`src/rtl/paillier_pkg.sv`:
```
// Shared definitions for the Paillier datapath: default word geometry and the
// result-collector state type, also used by the top-level controller.
package paillier_pkg;

    localparam int K_DEFAULT  = 128;
    localparam int N_DEFAULT  = 32;
    localparam int OW_DEFAULT = 32;

    typedef enum logic {
        ST_FILL  = 1'b0,
        ST_DRAIN = 1'b1
    } state_t;

    // Counter width helper: a 1-entry range still needs one bit of storage.
    function automatic int clog2_min1(input int value);
        return (value > 1) ? $clog2(value) : 1;
    endfunction

endpackage

```
`src/rtl/paillier_res_collector.sv`:
```
// Collects one N-word ciphertext frame from the Montgomery stage, then replays it
// to the host as OW-bit valid/ready beats, low word and low bits first.
module paillier_res_collector
    import paillier_pkg::*;
#(
    parameter int K  = K_DEFAULT,
    parameter int N  = N_DEFAULT,
    parameter int OW = OW_DEFAULT
) (
    input  logic          clk,
    input  logic          rst_n,
    input  logic          clr,
    input  logic [K-1:0]  in_data,
    input  logic          in_valid,
    output logic [OW-1:0] out_data,
    output logic          out_valid,
    input  logic          out_ready,
    output logic          out_last,
    output logic          busy,
    output logic          frame_done,
    output logic          ovf
);

    localparam int BEATS = K / OW;
    localparam int AW    = clog2_min1(N);
    localparam int BW    = clog2_min1(BEATS);

    localparam logic [AW-1:0] LAST_WORD = AW'(N - 1);
    localparam logic [BW-1:0] LAST_BEAT = BW'(BEATS - 1);

    generate
        if ((K % OW) != 0) begin : g_width_check
            $error("paillier_res_collector: K (%0d) must be a multiple of OW (%0d)", K, OW);
        end
    endgenerate

    state_t         state;
    state_t         state_next;
    logic [AW-1:0]  wr_cnt;
    logic [AW-1:0]  rd_word;
    logic [BW-1:0]  rd_beat;
    logic [K-1:0]   mem [N];
    logic [K-1:0]   cur_word;

    logic           in_drain;
    logic           capture;
    logic           last_word_in;
    logic           beat_xfer;
    logic           frame_xfer;

    // Words arriving while draining (or alongside clr) are never stored.
    assign in_drain     = (state == ST_DRAIN);
    assign capture      = !in_drain && in_valid && !clr;
    assign last_word_in = capture && (wr_cnt == LAST_WORD);

    assign cur_word   = mem[rd_word];
    assign out_valid  = in_drain;
    assign out_last   = in_drain && (rd_word == LAST_WORD) && (rd_beat == LAST_BEAT);
    assign out_data   = in_drain ? cur_word[rd_beat*OW +: OW] : '0;
    assign busy       = in_drain;

    assign beat_xfer  = in_drain && out_ready;
    assign frame_xfer = beat_xfer && out_last;

    always_ff @(posedge clk or negedge rst_n) begin
        if (!rst_n) begin
            state <= ST_FILL;
        end else begin
            state <= state_next;
        end
    end

    always_comb begin
        state_next = state;
        if (clr) begin
            state_next = ST_FILL;
        end else begin
            case (state)
                ST_FILL:  if (last_word_in) state_next = ST_DRAIN;
                ST_DRAIN: if (frame_xfer)   state_next = ST_FILL;
                default:  state_next = ST_FILL;
            endcase
        end
    end

    // Frame storage carries no reset; contents are only read after a full fill.
    always_ff @(posedge clk) begin
        if (capture) begin
            mem[wr_cnt] <= in_data;
        end
    end

    always_ff @(posedge clk or negedge rst_n) begin
        if (!rst_n) begin
            wr_cnt     <= '0;
            rd_word    <= '0;
            rd_beat    <= '0;
            frame_done <= 1'b0;
            ovf        <= 1'b0;
        end else if (clr) begin
            wr_cnt     <= '0;
            rd_word    <= '0;
            rd_beat    <= '0;
            frame_done <= 1'b0;
            ovf        <= 1'b0;
        end else begin
            frame_done <= frame_xfer;
            if (capture) begin
                wr_cnt <= last_word_in ? '0 : wr_cnt + 1'b1;
            end
            if (in_drain && in_valid) begin
                ovf <= 1'b1;
            end
            // Read pointer walks beats within a word, then words; both wrap to 0 after the last beat.
            if (beat_xfer) begin
                if (rd_beat == LAST_BEAT) begin
                    rd_beat <= '0;
                    rd_word <= (rd_word == LAST_WORD) ? '0 : rd_word + 1'b1;
                end else begin
                    rd_beat <= rd_beat + 1'b1;
                end
            end
        end
    end

endmodule

```
`config.mk`:
```
export PLATFORM = sky130hd
export DESIGN_NAME = paillier_res_collector
export DESIGN_NICKNAME = d
export VERILOG_FILES = /design/src/rtl/paillier_pkg.sv /design/src/rtl/paillier_res_collector.sv
export SDC_FILE = /design/constraint.sdc
export NUM_CORES = 2
export LEC_CHECK = 0
export BUFFER_PORTS_ARGS = -buffer_cell sky130_fd_sc_hd__clkbuf_2
export CAP_MARGIN = 0
export CORE_MARGIN = 1
export CORE_UTILIZATION = 52
export CTS_CLUSTER_SIZE = 30
export DETAILED_ROUTE_END_ITERATION = 16
export PLACE_DENSITY = 0.67
export SLEW_MARGIN = 20
export SYNTH_ARGS = -nofsm -noshare
export SYNTH_HDL_FRONTEND = slang
export SYNTH_SLANG_ARGS = --single-unit
```
`constraint.sdc`:
```
create_clock -name clk -period 7.4 [get_ports clk]
set_input_delay 0.37 -clock clk [delete_from_list [all_inputs] [get_ports clk]]
set_output_delay 0.37 -clock clk [all_outputs]
set_load 0.01 [all_outputs]
```
Word level (Yosys, flattened, before mapping)
Memories as Yosys holds them, arrays and structs flattened.
Cells that the tools add are included.
{"block": "word_totals", "ff_bits": 15, "ramBits": 4096, "input_bits": 133, "out_inout_bits": 37, "word_cells": 50, "n_memories": 1}
{"block": "op_classes", "add_sub_neg": 3, "eq_ne": 3, "shift": 1, "muxes": 20, "bitwise_logic": 1, "n_reduce_logical": 15}
{"memory": "mem", "words": 32, "width": 128, "rd": 1, "rd_clocked_by_memory_dff": 0, "wr": 1, "line": "paillier_res_collector.sv:42", "rtl": "logic [K-1:0] mem [N];"}
{"operator": "$shiftx 128x8->32", "n": 1}
{"operator": "$mux 5", "n": 7}
{"operator": "$mux 32", "n": 1}
{"operator": "$add 5x1->5 const B", "n": 2}
{"operator": "$eq 5x5->1 const B", "n": 2}
{"operator": "$logic_and 1x1->1", "n": 8}
{"operator": "$mux 1", "n": 8}
{"operator": "$reduce_bool 2->1", "n": 4}
{"operator": "$mux 2", "n": 3}
{"operator": "$add 2x1->2 const B", "n": 1}
{"operator": "$eq 2x2->1 const B", "n": 1}
{"operator": "$logic_not 1->1", "n": 2}
{"operator": "$pmux 1 s2", "n": 1}
{"operator": "$reduce_and 2->1", "n": 1}
{"operator": "$not 1->1", "n": 1}

Logic depth before layout (Yosys ltp)
{"block": "logic_depth", "depth_word": 7, "ltp_mapped": 11, "ltp_nobuf": 7}

Least setup slack after synthesis
OpenSTA, ideal clock, no wires.
{"block": "synth_path", "kind": "register -> register", "from": "reg state, in the netlist busy", "to": "mem mem[30][0] (netlist name), enable pin", "setup_ps": 617, "t_arrival_ps": 6510, "required_ps": 6783, "setup_slack_ps": 272, "stages_incl_launch_ff": 6, "n_path_buf": 1, "period_less_slack_ps": 7128, "cell_sequence": "dfrtp_1 nand2b_1 clkbuf_1 nor2_1 nand2_1 nor2_1"}
{"block": "synth_via", "elab_chain_cells": 5}
{"element": "start: declaration", "line": "paillier_res_collector.sv:37", "rtl": "state_t state;"}
{"element": "start signal: assignment", "line": "paillier_res_collector.sv:69", "rtl": "state <= state_next;"}
{"element": "$logic_not 1->1", "line": "paillier_res_collector.sv:53", "rtl": "assign capture = !in_drain && in_valid && !clr;"}
{"element": "$logic_and 1x1->1 (2 in a row)", "line": "paillier_res_collector.sv:53"}
{"element": "$mux 1", "line": "paillier_res_collector.sv:88", "rtl": "if (capture) begin"}
{"element": "$mux 1 (implied by the code)", "line": "paillier_res_collector.sv:89", "rtl": "mem[wr_cnt] <= in_data;"}
{"element": "end: declaration", "line": "paillier_res_collector.sv:42"}
Every way passes these cells.

Worst setup path after layout
{"block": "layout_path", "from": "reg rd_word[4]", "to": "out out_data[14]"}
{"block": "layout_via", "elab_chain_cells": 3}
{"element": "start: declaration", "line": "paillier_res_collector.sv:40", "rtl": "logic [AW-1:0] rd_word;"}
{"element": "start signal: assignment", "line": "paillier_res_collector.sv:118", "rtl": "rd_word <= (rd_word == LAST_WORD) ? '0 : rd_word + 1'b1;"}
{"element": "$mem_v2 32x128"}
{"element": "$shiftx 128x8->32", "line": "paillier_res_collector.sv:59", "rtl": "assign out_data = in_drain ? cur_word[rd_beat*OW +: OW] : '0;"}
{"element": "$mux 32", "line": "paillier_res_collector.sv:59"}
{"element": "end: declaration", "line": "paillier_res_collector.sv:15", "rtl": "output logic [OW-1:0] out_data,"}
Every way passes these cells.

==> Implementation_results.wiki <==
{| class="wikitable"
! Metric !! Value
|-
| Result of the run || completed
|-
| Peak ir drop on the vdd network || 0.2410 mV
|-
| Max Freq || 169.7 MHz
|-
| Leakage || 55.08 nW
|-
| Per-cell via count in the routed design || 6.638
|-
| Total congestion overflow after global routing || 0
|-
| Setup Buffers After CTS || 0
|-
| Clk pwr share || 0.405
|-
| Initial antenna violation count || 49
|-
| Slowest-stage cell, CP || sky130_fd_sc_hd__dfrtp_2
|-
| Relative area change from synthesis to final layout || 12.00%
|-
| Number of remaining DRC errors || 0
|-
| Clock Sink Count || 4,111
|-
| Synth Net Count || 7,819
|-
| Largest fanout on the critical path || 24
|-
| Placer Congestion || 0.7987
|-
| Post-layout instance area || 0.1776 mm²
|-
| Startpoint of the most critical hold path || in_data[1]
|-
| Worst R2R Start || busy
|-
| Total length of routed wires || 439,500 µm
|-
| Unrepaired setup endpoints after global routing || false
|-
| Crit start category || flip-flop
|-
| Clock period minus worst slack || 5.891 ns
|-
| Die Outline Area || 0.3071 mm²
|-
| Post-synthesis sequential area ratio || 0.7782
|-
| Data arrival time at the worst-slack endpoint || 5.52 ns
|-
| Total via count after detailed routing || 81.62k
|-
| Clock-pin transition on the worst setup and hold timing paths || 0.06 ns
|-
| Cell chosen for the clock root || sky130_fd_sc_hd__clkbuf_16
|-
| Switching Fraction || 0.2156
|-
| Sequential cell area in the final layout || 0.1234 mm²
|-
| Number of instances resized during post-cts repair || 0
|-
| Die height || 554.2 µm
|-
| DR WL/cell || 35.74 µm
|-
| Setup crit start || rd_word[4]
|-
| PD cells || 276.4 mW/mm²
|-
| Vias in the first global route || 79.62k
|-
| Clock latency at the later pin of the worst-skew pair || 0.91 ns
|-
| Effective utilization at floorplan || 0.5232
|-
| Max-Slew Margin vs Limit || 0.1525
|-
| Yosys warning count || 0
|-
| GRT Resource Usage Total || 0.2841
|-
| Count of maximum capacitance violations || 0
|-
| Worst-Margin Slew || 1.258 ns
|-
| Instance count of the mapped netlist || 7,678
|-
| Internal portion of total power || 0.03851 W
|-
| Clock Tree Buf Depth || 4
|-
| Number of distinct library cell variants in the gate-level netlist after synthesis || 43
|-
| Count of final setup violators || 0
|-
| Register share of total power || 0.524
|-
| Number of rows created at floorplan || 202
|-
| Final hold violation count || 0
|-
| Length of the first detailed-routing pass in iterations || 6
|-
| First-pass GRT wire length || 613,100 µm
|-
| # fillers || 21.39k
|-
| Crit path capture type || output pin
|-
| Reported net switching power || 0.01058 W
|-
| Dominant register cell in the synthesized netlist || sky130_fd_sc_hd__edfxtp_1
|-
| Largest net degree at the start of global routing || 118
|-
| Number of I/O port buffers || 169
|-
| Worst setup skew after layout || 0.04513 ns
|-
| Number of flops mapped to enable cells by yosys || 4,096
|-
| Remaining number of nets flagged by the antenna check after routing || 0
|-
| Final nets || 8,129
|-
| CTS Buf Count || 397
|-
| FF+latch count, synth || 4,111
|-
| Final Max Slew Viols || 0
|-
| Sum of negative setup slack || 0 ns
|-
| Critical path, cell by cell || nor2b_1, nand3b_1, buf_4, nor3_1, a31oi_1, o211ai_1, o41a_1, clkbuf_2
|-
| 1st-iter DRT viols || 11.04k
|-
| Dpl hpwl || 225,900 µm
|-
| Area after detailed placement || 0.1649 mm²
|-
| Mapped cell area || 0.1585 mm²
|-
| Gate power share || 0.071
|-
| Worst path required time || 7.03 ns
|-
| Core area || 0.3030 mm²
|-
| Final worst path period share || 0.7961
|-
| Worst Hold Class || primary input to flip-flop
|-
| Multi-input logic area || 0.03339 mm²
|-
| Mean Syn Cell Area || 20.65 µm²
|-
| Fraction of registers with async set or reset after synthesis || 0.003649
|-
| Maximum cell stage delay along the critical path || 1.01 ns
|-
| Share of cells above drive strength 1 || 0.2225
|-
| WS Path Type || flip-flop to output pin
|-
| Count of H-tree levels built during CTS || 5
|-
| Number of top-level pins || 170
|-
| Die Width || 554.2 µm
|-
| TritonCTS clock tree || built
|}
repair_timing:
| item | CTS | global route |
|---|---|---|
| hold endpoints to repair | 26 | 0 |
| hold buffers | 7 | 0 |
| endpoints found under the setup margin | 0 | 0 |
logic make-up after synthesis:
group / synth area share
AO/OA/AOI/OAI: 0.04029
adder cells (fa/ha/maj): 0.0006314
buffers and inverters: 0.01346
flip-flops: 0.7782
multiplexers: 0.1529
AND/OR/NAND/NOR: 0.01458
worst max-delay path, delay by kind of cell (launching register included):
kind | cells | cell delay, ns
AOI/OAI and AO/OA | 3 | 1.60
buffers and inverters | 2 | 0.90
DFF | 1 | 1.01
and+or+nand+nor | 3 | 1.04
per-stage QoR:
stage	setup slack (ns)	instances	util	hold WS, ns	total power (W)
global route	1.373	12288	0.5859	0.1036	0.05030
floorplan	0.2722	7678	-	0.07441	0.02853
CTS	1.487	12280	0.5858	0.01089	0.04925
finish	1.509	12296	0.5859	0.06663	0.04909
detailed placement	2.567	11560	0.5440	0.3593	0.02970
global placement	2.538	11559	0.5440	0.3463	0.02963
per-layer routing:
layer | vias up | track usage | share of wire
li1 | 32583 | - | -
met1 | 43558 | 0.4073 | 0.39
met2 | 4666 | 0.4472 | 0.47
met3 | 776 | 0.05242 | 0.10
met4 | 38 | 0.08600 | 0.031
met5 | - | 0 | 0.00057
cell type report:
class,instances,share of cell area
diodes,16,0.0002255
repair buffers,366,0.01784
multi-input cells,3109,0.1880
well taps,3978,0.02803
inverters,3,0.00006342
clock inverters,228,0.01189
flip-flops and latches,4111,0.6949
clock buffers,485,0.05901
cells in the final DEF (no fill, tap or decap), types with 16 or more instances in the layout:
master                      count
sky130_fd_sc_hd__nor2_1        46
sky130_fd_sc_hd__edfxtp_1    4096
sky130_fd_sc_hd__a221oi_1      32
sky130_fd_sc_hd__clkbuf_2     169
sky130_fd_sc_hd__a211oi_1      65
sky130_fd_sc_hd__o41a_1        32
sky130_fd_sc_hd__clkinv_1     100
sky130_fd_sc_hd__o311ai_0      32
sky130_fd_sc_hd__and3_1        67
sky130_fd_sc_hd__mux4_2       544
sky130_fd_sc_hd__buf_4        124
sky130_fd_sc_hd__mux2i_1      801
sky130_fd_sc_hd__nor3_1        39
sky130_fd_sc_hd__buf_12        66
sky130_fd_sc_hd__clkbuf_1      78
sky130_fd_sc_hd__o22a_1        32
sky130_fd_sc_hd__nor2_4        34
sky130_fd_sc_hd__nand2_1      205
sky130_fd_sc_hd__nor2b_1       65
sky130_fd_sc_hd__a22o_1        32
sky130_fd_sc_hd__diode_2       16
sky130_fd_sc_hd__bufinv_16     40
sky130_fd_sc_hd__o22ai_1      160
sky130_fd_sc_hd__o211ai_1      32
sky130_fd_sc_hd__clkinv_2      64
sky130_fd_sc_hd__a21oi_1       74
sky130_fd_sc_hd__clkbuf_16    407
sky130_fd_sc_hd__a22oi_1      224
sky130_fd_sc_hd__mux2_2       352
sky130_fd_sc_hd__o21ai_0      102
sky130_fd_sc_hd__a31oi_1       97
power by group through the flow:
stage	Clock (W)	Combinational, W	Sequential [W]
2_1_floorplan	0	0.00232	0.0262
3_3_place_gp	0	0.00340	0.0262
3_5_place_dp	0	0.00346	0.0262
4_1_cts	0.0200	0.00347	0.0257
5_1_grt	0.0209	0.00367	0.0257
6_report	0.0199	0.00348	0.0257
worst paths after layout:
kind	depth (start not counted)	slack, ns	endpoint
worst max-delay path	8	1.51	out_data[14]
worst min-delay path	1	0.07	mem[18][1]
worst max register to register	7	3.05	mem[2][104]
worst min register to register	2	0.63	wr_cnt[1]
max in group asynchronous	3	6.02	rd_word[1]
min in group asynchronous	3	0.68	frame_done
synth_stat cells, drive strengths merged, types with 2 or more instances:
library cell / n / area, µm²
nand2b: 6 / 37.54
buf: 246 / 1339
ha: 8 / 100.1
o22a: 32 / 280.3
nand2: 208 / 780.8
mux2i: 801 / 8018
or3: 3 / 18.77
nor2b: 67 / 419.2
a211oi: 65 / 488.0
clkbuf: 209 / 784.5
o311ai: 32 / 280.3
nor2: 80 / 300.3
inv: 3 / 11.26
a21oi: 74 / 370.4
and3: 67 / 419.2
edfxtp: 4096 / 123000
nor3b: 2 / 15.01
a31oi: 97 / 606.8
o22ai: 160 / 1001
o211ai: 32 / 240.2
nand3: 4 / 20.02
nor3: 39 / 195.2
o21ai: 102 / 510.5
dfrtp: 15 / 375.4
a221oi: 32 / 280.3
a22oi: 224 / 1682
mux4: 544 / 12250
mux2: 352 / 3964
a22o: 32 / 280.3
o41a: 32 / 360.4
nand3b: 5 / 37.54
sequential cells by signal (all words and copies together), names as in the netlist:
| name | cells |
|---|---|
| mem | 4096 |
| frame_done | 1 |
| ovf | 1 |
| rd_beat | 2 |
| wr_cnt | 5 |
| rd_word | 5 |
| busy | 1 |
(Power assumes the default switching activity.)
